==> config.mk <==
export PLATFORM = sky130hd
export DESIGN_NAME = dense_reader_flat
export DESIGN_NICKNAME = d
export VERILOG_FILES = /design/src/rtl/dense_reader_if.sv /design/src/rtl/dense_reader.sv /design/src/flat_wrapper.sv
export SDC_FILE = /design/constraint.sdc
export NUM_CORES = 1
export LEC_CHECK = 0
export CORE_UTILIZATION = 55
export CTS_CLUSTER_DIAMETER = 40
export DETAILED_ROUTE_END_ITERATION = 8
export PLACE_DENSITY = 0.74
export SYNTH_ARGS = -nofsm -noshare
export SYNTH_HDL_FRONTEND = slang
export SYNTH_SLANG_ARGS = --single-unit
==> constraint.sdc <==
create_clock -name clk -period 9.13 [get_ports clk]
set_input_delay 1.3695 -clock clk [delete_from_list [all_inputs] [get_ports clk]]
set_output_delay 1.3695 -clock clk [all_outputs]
set_load 0.05 [all_outputs]
==> src/rtl/dense_reader_if.sv <==
// Memory-side bus of the fully-connected layer: POOL, weight and bias ROM reads,
// logits buffer writes, plus the start/done sequencing pair.
interface dense_reader_if #(
    parameter int unsigned DATA_WIDTH = 16,
    parameter int unsigned IN_DIM     = 1568,
    parameter int unsigned OUT_DIM    = 10
);
    localparam int unsigned InAw  = (IN_DIM > 1) ? $clog2(IN_DIM) : 1;
    localparam int unsigned WAw   = (IN_DIM * OUT_DIM > 1) ? $clog2(IN_DIM * OUT_DIM) : 1;
    localparam int unsigned OutAw = (OUT_DIM > 1) ? $clog2(OUT_DIM) : 1;

    logic                         start;
    logic                         done;
    logic [InAw-1:0]              in_addr;
    logic                         in_en;
    logic signed [DATA_WIDTH-1:0] in_q;
    logic [WAw-1:0]               w_addr;
    logic                         w_en;
    logic signed [DATA_WIDTH-1:0] w_q;
    logic [OutAw-1:0]             b_addr;
    logic                         b_en;
    logic signed [DATA_WIDTH-1:0] b_q;
    logic [OutAw-1:0]             out_addr;
    logic                         out_en;
    logic                         out_we;
    logic signed [DATA_WIDTH-1:0] out_d;

    modport master (
        input  start, in_q, w_q, b_q,
        output done, in_addr, in_en, w_addr, w_en, b_addr, b_en,
               out_addr, out_en, out_we, out_d
    );

    modport slave (
        output start, in_q, w_q, b_q,
        input  done, in_addr, in_en, w_addr, w_en, b_addr, b_en,
               out_addr, out_en, out_we, out_d
    );
endinterface

==> src/rtl/dense_reader.sv <==
// Fully-connected layer: streams the pooled vector against each weight row, adds the
// aligned bias and writes one saturated logit per neuron in ascending order.
module dense_reader #(
    parameter int unsigned DATA_WIDTH = 16,
    parameter int unsigned FRAC_BITS  = 7,
    parameter int unsigned IN_DIM     = 1568,
    parameter int unsigned OUT_DIM    = 10
) (
    input logic            clk,
    input logic            reset,
    dense_reader_if.master bus
);
    localparam int unsigned InAw  = (IN_DIM > 1) ? $clog2(IN_DIM) : 1;
    localparam int unsigned WAw   = (IN_DIM * OUT_DIM > 1) ? $clog2(IN_DIM * OUT_DIM) : 1;
    localparam int unsigned OutAw = (OUT_DIM > 1) ? $clog2(OUT_DIM) : 1;
    localparam int unsigned AccW  = 2 * DATA_WIDTH + $clog2(IN_DIM) + 1;
    localparam int unsigned PrdW  = 2 * DATA_WIDTH;

    localparam logic [InAw-1:0]  LastIn  = InAw'(IN_DIM - 1);
    localparam logic [OutAw-1:0] LastOut = OutAw'(OUT_DIM - 1);

    localparam logic signed [AccW-1:0] SatMax =
        {{(AccW - DATA_WIDTH + 1){1'b0}}, {(DATA_WIDTH - 1){1'b1}}};
    localparam logic signed [AccW-1:0] SatMin =
        {{(AccW - DATA_WIDTH + 1){1'b1}}, {(DATA_WIDTH - 1){1'b0}}};
    localparam logic signed [DATA_WIDTH-1:0] OutMax = {1'b0, {(DATA_WIDTH - 1){1'b1}}};
    localparam logic signed [DATA_WIDTH-1:0] OutMin = {1'b1, {(DATA_WIDTH - 1){1'b0}}};

    typedef enum logic [1:0] {StIdle, StMac, StWrite, StFinish} state_e;

    state_e                       r_state;
    logic [InAw-1:0]              r_in_addr;
    logic                         r_in_en;
    logic [WAw-1:0]               r_w_addr;
    logic                         r_w_en;
    logic [OutAw-1:0]             r_b_addr;
    logic                         r_b_en;
    logic [OutAw-1:0]             r_out_addr;
    logic                         r_out_en;
    logic                         r_out_we;
    logic signed [DATA_WIDTH-1:0] r_out_d;
    logic                         r_done;
    logic signed [AccW-1:0]       r_acc;
    logic                         r_vld;
    logic                         r_first;

    state_e                       w_state_nxt;
    logic [InAw-1:0]              w_in_addr_nxt;
    logic                         w_in_en_nxt;
    logic [WAw-1:0]               w_w_addr_nxt;
    logic                         w_w_en_nxt;
    logic [OutAw-1:0]             w_b_addr_nxt;
    logic                         w_b_en_nxt;
    logic [OutAw-1:0]             w_out_addr_nxt;
    logic                         w_out_en_nxt;
    logic                         w_out_we_nxt;
    logic signed [DATA_WIDTH-1:0] w_out_d_nxt;
    logic                         w_done_nxt;

    logic signed [PrdW-1:0]       w_prod;
    logic signed [AccW-1:0]       w_prod_ext;
    logic signed [AccW-1:0]       w_bias_ext;
    logic signed [AccW-1:0]       w_acc_nxt;
    logic signed [AccW-1:0]       w_shift;
    logic signed [DATA_WIDTH-1:0] w_sat;

    // Read data lags its enable by one cycle, so r_vld/r_first trail in_en/b_en by one.
    assign w_prod     = bus.in_q * bus.w_q;
    assign w_prod_ext = {{(AccW - PrdW){w_prod[PrdW-1]}}, w_prod};
    assign w_bias_ext = {{(AccW - DATA_WIDTH){bus.b_q[DATA_WIDTH-1]}}, bus.b_q} <<< FRAC_BITS;
    assign w_acc_nxt  = r_vld ? ((r_first ? w_bias_ext : r_acc) + w_prod_ext) : r_acc;
    assign w_shift    = w_acc_nxt >>> FRAC_BITS;

    always_comb begin
        if (w_shift > SatMax) begin
            w_sat = OutMax;
        end else if (w_shift < SatMin) begin
            w_sat = OutMin;
        end else begin
            w_sat = w_shift[DATA_WIDTH-1:0];
        end
    end

    always_comb begin
        w_state_nxt    = r_state;
        w_in_addr_nxt  = r_in_addr;
        w_in_en_nxt    = 1'b0;
        w_w_addr_nxt   = r_w_addr;
        w_w_en_nxt     = 1'b0;
        w_b_addr_nxt   = r_b_addr;
        w_b_en_nxt     = 1'b0;
        w_out_addr_nxt = r_out_addr;
        w_out_en_nxt   = 1'b0;
        w_out_we_nxt   = 1'b0;
        w_out_d_nxt    = r_out_d;
        w_done_nxt     = 1'b0;

        case (r_state)
            StIdle: begin
                if (bus.start) begin
                    w_in_addr_nxt = '0;
                    w_w_addr_nxt  = '0;
                    w_b_addr_nxt  = '0;
                    w_in_en_nxt   = 1'b1;
                    w_w_en_nxt    = 1'b1;
                    w_b_en_nxt    = 1'b1;
                    w_state_nxt   = StMac;
                end
            end
            StMac: begin
                // r_in_addr doubles as the element index of the current row.
                if (r_in_addr == LastIn) begin
                    w_state_nxt = StWrite;
                end else begin
                    w_in_addr_nxt = r_in_addr + InAw'(1);
                    w_w_addr_nxt  = r_w_addr + WAw'(1);
                    w_in_en_nxt   = 1'b1;
                    w_w_en_nxt    = 1'b1;
                end
            end
            StWrite: begin
                w_out_addr_nxt = r_b_addr;
                w_out_en_nxt   = 1'b1;
                w_out_we_nxt   = 1'b1;
                w_out_d_nxt    = w_sat;
                if (r_b_addr != LastOut) begin
                    w_in_addr_nxt = '0;
                    w_w_addr_nxt  = r_w_addr + WAw'(1);
                    w_b_addr_nxt  = r_b_addr + OutAw'(1);
                    w_in_en_nxt   = 1'b1;
                    w_w_en_nxt    = 1'b1;
                    w_b_en_nxt    = 1'b1;
                    w_state_nxt   = StMac;
                end else begin
                    w_state_nxt = StFinish;
                end
            end
            StFinish: begin
                w_done_nxt  = 1'b1;
                w_state_nxt = StIdle;
            end
            default: w_state_nxt = StIdle;
        endcase
    end

    always_ff @(posedge clk or posedge reset) begin
        if (reset) begin
            r_state <= StIdle;
        end else begin
            r_state <= w_state_nxt;
        end
    end

    always_ff @(posedge clk or posedge reset) begin
        if (reset) begin
            r_in_addr  <= '0;
            r_in_en    <= 1'b0;
            r_w_addr   <= '0;
            r_w_en     <= 1'b0;
            r_b_addr   <= '0;
            r_b_en     <= 1'b0;
            r_out_addr <= '0;
            r_out_en   <= 1'b0;
            r_out_we   <= 1'b0;
            r_out_d    <= '0;
            r_done     <= 1'b0;
            r_acc      <= '0;
            r_vld      <= 1'b0;
            r_first    <= 1'b0;
        end else begin
            r_in_addr  <= w_in_addr_nxt;
            r_in_en    <= w_in_en_nxt;
            r_w_addr   <= w_w_addr_nxt;
            r_w_en     <= w_w_en_nxt;
            r_b_addr   <= w_b_addr_nxt;
            r_b_en     <= w_b_en_nxt;
            r_out_addr <= w_out_addr_nxt;
            r_out_en   <= w_out_en_nxt;
            r_out_we   <= w_out_we_nxt;
            r_out_d    <= w_out_d_nxt;
            r_done     <= w_done_nxt;
            r_acc      <= w_acc_nxt;
            r_vld      <= r_in_en;
            r_first    <= r_b_en;
        end
    end

    assign bus.in_addr  = r_in_addr;
    assign bus.in_en    = r_in_en;
    assign bus.w_addr   = r_w_addr;
    assign bus.w_en     = r_w_en;
    assign bus.b_addr   = r_b_addr;
    assign bus.b_en     = r_b_en;
    assign bus.out_addr = r_out_addr;
    assign bus.out_en   = r_out_en;
    assign bus.out_we   = r_out_we;
    assign bus.out_d    = r_out_d;
    assign bus.done     = r_done;
endmodule

==> src/flat_wrapper.sv <==
// flat-port wrapper written by rule: the top's interface ports become plain ports
module dense_reader_flat 
#(
    parameter int unsigned DATA_WIDTH = 16,
    parameter int unsigned FRAC_BITS  = 7,
    parameter int unsigned IN_DIM     = 1568,
    parameter int unsigned OUT_DIM    = 10
)
  (clk, reset, bus_start, bus_in_q, bus_w_q, bus_b_q, bus_done, bus_in_addr, bus_in_en, bus_w_addr, bus_w_en, bus_b_addr, bus_b_en, bus_out_addr, bus_out_en, bus_out_we, bus_out_d);
  dense_reader_if #(.DATA_WIDTH(DATA_WIDTH), .IN_DIM(IN_DIM), .OUT_DIM(OUT_DIM)) bus_i ();
  input logic clk;
  input logic reset;
  input wire logic [$bits(bus_i.start)-1:0] bus_start;
  input wire logic [$bits(bus_i.in_q)-1:0] bus_in_q;
  input wire logic [$bits(bus_i.w_q)-1:0] bus_w_q;
  input wire logic [$bits(bus_i.b_q)-1:0] bus_b_q;
  output wire logic [$bits(bus_i.done)-1:0] bus_done;
  output wire logic [$bits(bus_i.in_addr)-1:0] bus_in_addr;
  output wire logic [$bits(bus_i.in_en)-1:0] bus_in_en;
  output wire logic [$bits(bus_i.w_addr)-1:0] bus_w_addr;
  output wire logic [$bits(bus_i.w_en)-1:0] bus_w_en;
  output wire logic [$bits(bus_i.b_addr)-1:0] bus_b_addr;
  output wire logic [$bits(bus_i.b_en)-1:0] bus_b_en;
  output wire logic [$bits(bus_i.out_addr)-1:0] bus_out_addr;
  output wire logic [$bits(bus_i.out_en)-1:0] bus_out_en;
  output wire logic [$bits(bus_i.out_we)-1:0] bus_out_we;
  output wire logic [$bits(bus_i.out_d)-1:0] bus_out_d;
  assign bus_i.start = bus_start;
  assign bus_i.in_q = bus_in_q;
  assign bus_i.w_q = bus_w_q;
  assign bus_i.b_q = bus_b_q;
  assign bus_done = bus_i.done;
  assign bus_in_addr = bus_i.in_addr;
  assign bus_in_en = bus_i.in_en;
  assign bus_w_addr = bus_i.w_addr;
  assign bus_w_en = bus_i.w_en;
  assign bus_b_addr = bus_i.b_addr;
  assign bus_b_en = bus_i.b_en;
  assign bus_out_addr = bus_i.out_addr;
  assign bus_out_en = bus_i.out_en;
  assign bus_out_we = bus_i.out_we;
  assign bus_out_d = bus_i.out_d;
  dense_reader #(.DATA_WIDTH(DATA_WIDTH), .FRAC_BITS(FRAC_BITS), .IN_DIM(IN_DIM), .OUT_DIM(OUT_DIM)) u_core (.clk(clk), .reset(reset), .bus(bus_i));
endmodule
==> results.ini <==
[run_status]
outcome = finished, final reports clean

[synth]
yosysSeqAreaShare_pct = 13.4
synth-simple-area-share_pct = 14.8
synth-compound-area-share_pct = 9.80
async_flop_share_pct = 100
yosys-mux-area-fraction_pct = 2.75
synth_fa_ha_area_share_pct = 45.4
synth_flop_cell = dfrtp_1
synth_area_per_cell_um2 = 9.14
yosys.area.top_type_share_pct = 36.7
synth_cells = 2063
syn-cell-area_um2 = 18800
yosysTopAreaCell = fa_1
synth_top_family_by_area = adder cells
ys_ff_latch = 101
synth_edf_count = 0
synth_xor_area_share_pct = 2.32
synth_cell_types = 80
ys.warnings.count = 0
ys_top_cells_by_area = fa_1 37%, dfrtp_1 13%, inv_1 9.2%
syn_nets = 2591

[setup_path]
worst_path_max_delay_cell = fa_1
crit_path_start_kind = input pin
end_kind = flip-flop
worstPathArrival_ns = 9.04
required_ns = 9.39
cpMostUsedCell = fa_1
critPathKind = input pin to flip-flop
crit_fanout = 15
critPathMaxStageDelay_ns = 0.62

[sta]
fin_skew_ns = 0.00995
finalWorstPathRequiredPeriod_ns = 8.78
fmax_mhz = 114
slew_viol_final = 0
worst_pin_slew_ns = 1.05
fin_tns_setup_ns = 0
timing_hold_violations_final = 0
relSlewSlack_pct = 30.2
fin_crit_sh_pct = 96.2
rsz0062_at_grt = false
setup_viol = 0
setup_slack_ns = 0.348

[grt]
antenna_found_initial = 0
grt_pass1_wl_um = 80400
grt_pass1_vias = 15575
grtUsageTotal_pct = 28.5
grt_max_degree = 69
overflow = 0

[cts]
clock_latency_ns = 0.35
cts_tree = built
clockBufferDepth = 2
cts.htree.levels = 3
clockRootBuffer = clkbuf_16
cts_sinks = 101
cts_buffers = 9
cts.clk_slew.worst_paths_ns = 0.07
hold_buffers = 0

[drt]
avgViaCountPerCell = 5.48
wl_per_cell_um = 17.5
topRoutingLayerUsed = met4
ant_nets = 0
drcViolationCount = 0
wl_met3_um = 2300
first_pass_iters = 5
route.met2.wl_um = 22100
drt_iter0_markers = 894
met1_length_um = 21000
vias = 14544
drt_wl_total_um = 46500

[final_layout]
multiInputGateArea_um2 = 14200
fillers = 2856
layout-drive-gt1-share_pct = 9.07
final_nets = 2728
seqCellArea_um2 = 2530
antenna_cells = 0
area_growth_pct = 12.6

[place]
place_hpwl_um = 39400
gp_congestion = 0.942
port_buffers = 105
preCtsSetupSlack_ns = -0.212

[floorplanning]
coreArea_um2 = 33600
die_x_um = 187
die_height_um = 187
row_count = 67
io_pins = 106
fp.dieArea_um2 = 35000
start_util_pct = 56.1

[worst_hold_path]
hold_class = flip-flop to flip-flop

[flow_run]
max_cap_viol_count = 0

worst paths after layout:
check | cells after the start | start | end | slack [ns]
min | 0 | u_core.bus.b_en$_DFF_PP0_ | u_core.r_first$_DFF_PP0_ | 0.38
max in group asynchronous | 3 | reset | u_core.bus.out_d[3]$_DFFE_PP0P_ | 6.52
min reg2reg | 0 | u_core.bus.b_en$_DFF_PP0_ | u_core.r_first$_DFF_PP0_ | 0.38
min in group asynchronous | 2 | reset | u_core.bus.w_addr[13]$_DFFE_PP0P_ | 1.44
max | 27 | bus_w_q[4] | u_core.bus.out_d[11]$_DFFE_PP0P_ | 0.35
max reg2reg | 24 | u_core.r_first$_DFF_PP0_ | u_core.bus.out_d[11]$_DFFE_PP0P_ | 1.34
through the flow:
step                      hold slack, ns  area [µm²]  cells  utilization, %
after detailed placement           0.360       20900   2632            62.1
final                              0.378       21200   2653            63.2
after CTS                          0.378       21200   2648            62.9
after global routing               0.386       21200   2653            63.2
after floorplan                    0.446       18800   2063               -
after global placement             0.366       20900   2632            62.1
layer usage:
metal | up-vias | track usage, %
li1 | 6711 | -
met1 | 7342 | 40.7
met2 | 412 | 45.7
met3 | 79 | 3.51
met4 | 0 | 8.51
met5 | - | 0
area by class of cell:
| type | count | share of cell area [%] |
|---|---|---|
| clock buffers | 10 | 1.13 |
| multi-input cells | 1413 | 66.8 |
| clock inverters | 6 | 0.242 |
| inverters | 461 | 8.20 |
| flip-flops and latches | 101 | 11.9 |
| well taps | 448 | 2.64 |
| repair buffers | 214 | 9.11 |
kinds of logic after synthesis:
family | count (synthesis)
XOR/XNOR | 50
multiplexers | 47
buffers and inverters | 549
AO/OA/AOI/OAI | 268
AND/OR/NAND/NOR | 571
adder cells (fa/ha/maj) | 477
flip-flops | 101
synth_stat cells (all sizes together), types with 4 or more instances:
cell type,number
xnor2,27
a21o,8
a21oi,63
nand3,28
o221ai,20
or3,7
o21a,4
dfrtp,101
xor2,23
inv,460
o21ai,76
fa,346
nand2b,12
o2111ai,4
clkbuf,54
nor2b,10
o211ai,44
nor3,22
mux2i,9
and3,10
nor4,7
mux2,38
nand4,26
buf,32
a31oi,6
nor2,98
ha,131
nand2,214
a211oi,10
and2,116
critical path: cells and delay by family:
kind / cells / cell delay, ns
buffers and inverters: 8 / 1.42
and+or+nand+nor: 6 / 1.43
adders and majority gates: 7 / 3.64
AOI/OAI and AO/OA: 6 / 1.18
flip-flops by register name, indices dropped and copies added (netlist names):
name                 cells
u_core.bus.out_d        16
u_core.r_state           2
u_core.r_vld             1
u_core.bus.done          1
u_core.r_first           1
u_core.bus.b_addr        4
u_core.bus.in_addr      11
u_core.bus.out_addr      4
u_core.bus.out_en        1
u_core.bus.w_addr       14
u_core.r_acc            44
u_core.bus.b_en          1
u_core.bus.in_en         1
cells in the final DEF (no fill, tap or decap), types with 12 or more instances in the layout:
master           count
nand3_1             28
o21ai_0             65
nor2_1              98
xnor2_1             27
inv_1              457
nor3_1              22
buf_4              105
dfrtp_1            100
nand2_1            214
o211ai_1            43
a21oi_1             59
ha_1               130
fa_1               345
clkdlybuf4s50_1     99
xor2_1              23
nand4_1             26
and2_1             115
nand2b_1            12
mux2_2              38
what timing repair did:
| action | CTS | global route |
|---|---|---|
| endpoints found under the setup margin | 0 | 15 |
| buffers inserted | 0 | 5 |
| hold endpoints to repair | 0 | 0 |
| resized for setup | 0 | 15 |
Power is left out: the tool's default activity adds up to more than one toggle a clock period on the data nets, which glitch-free logic cannot reach.
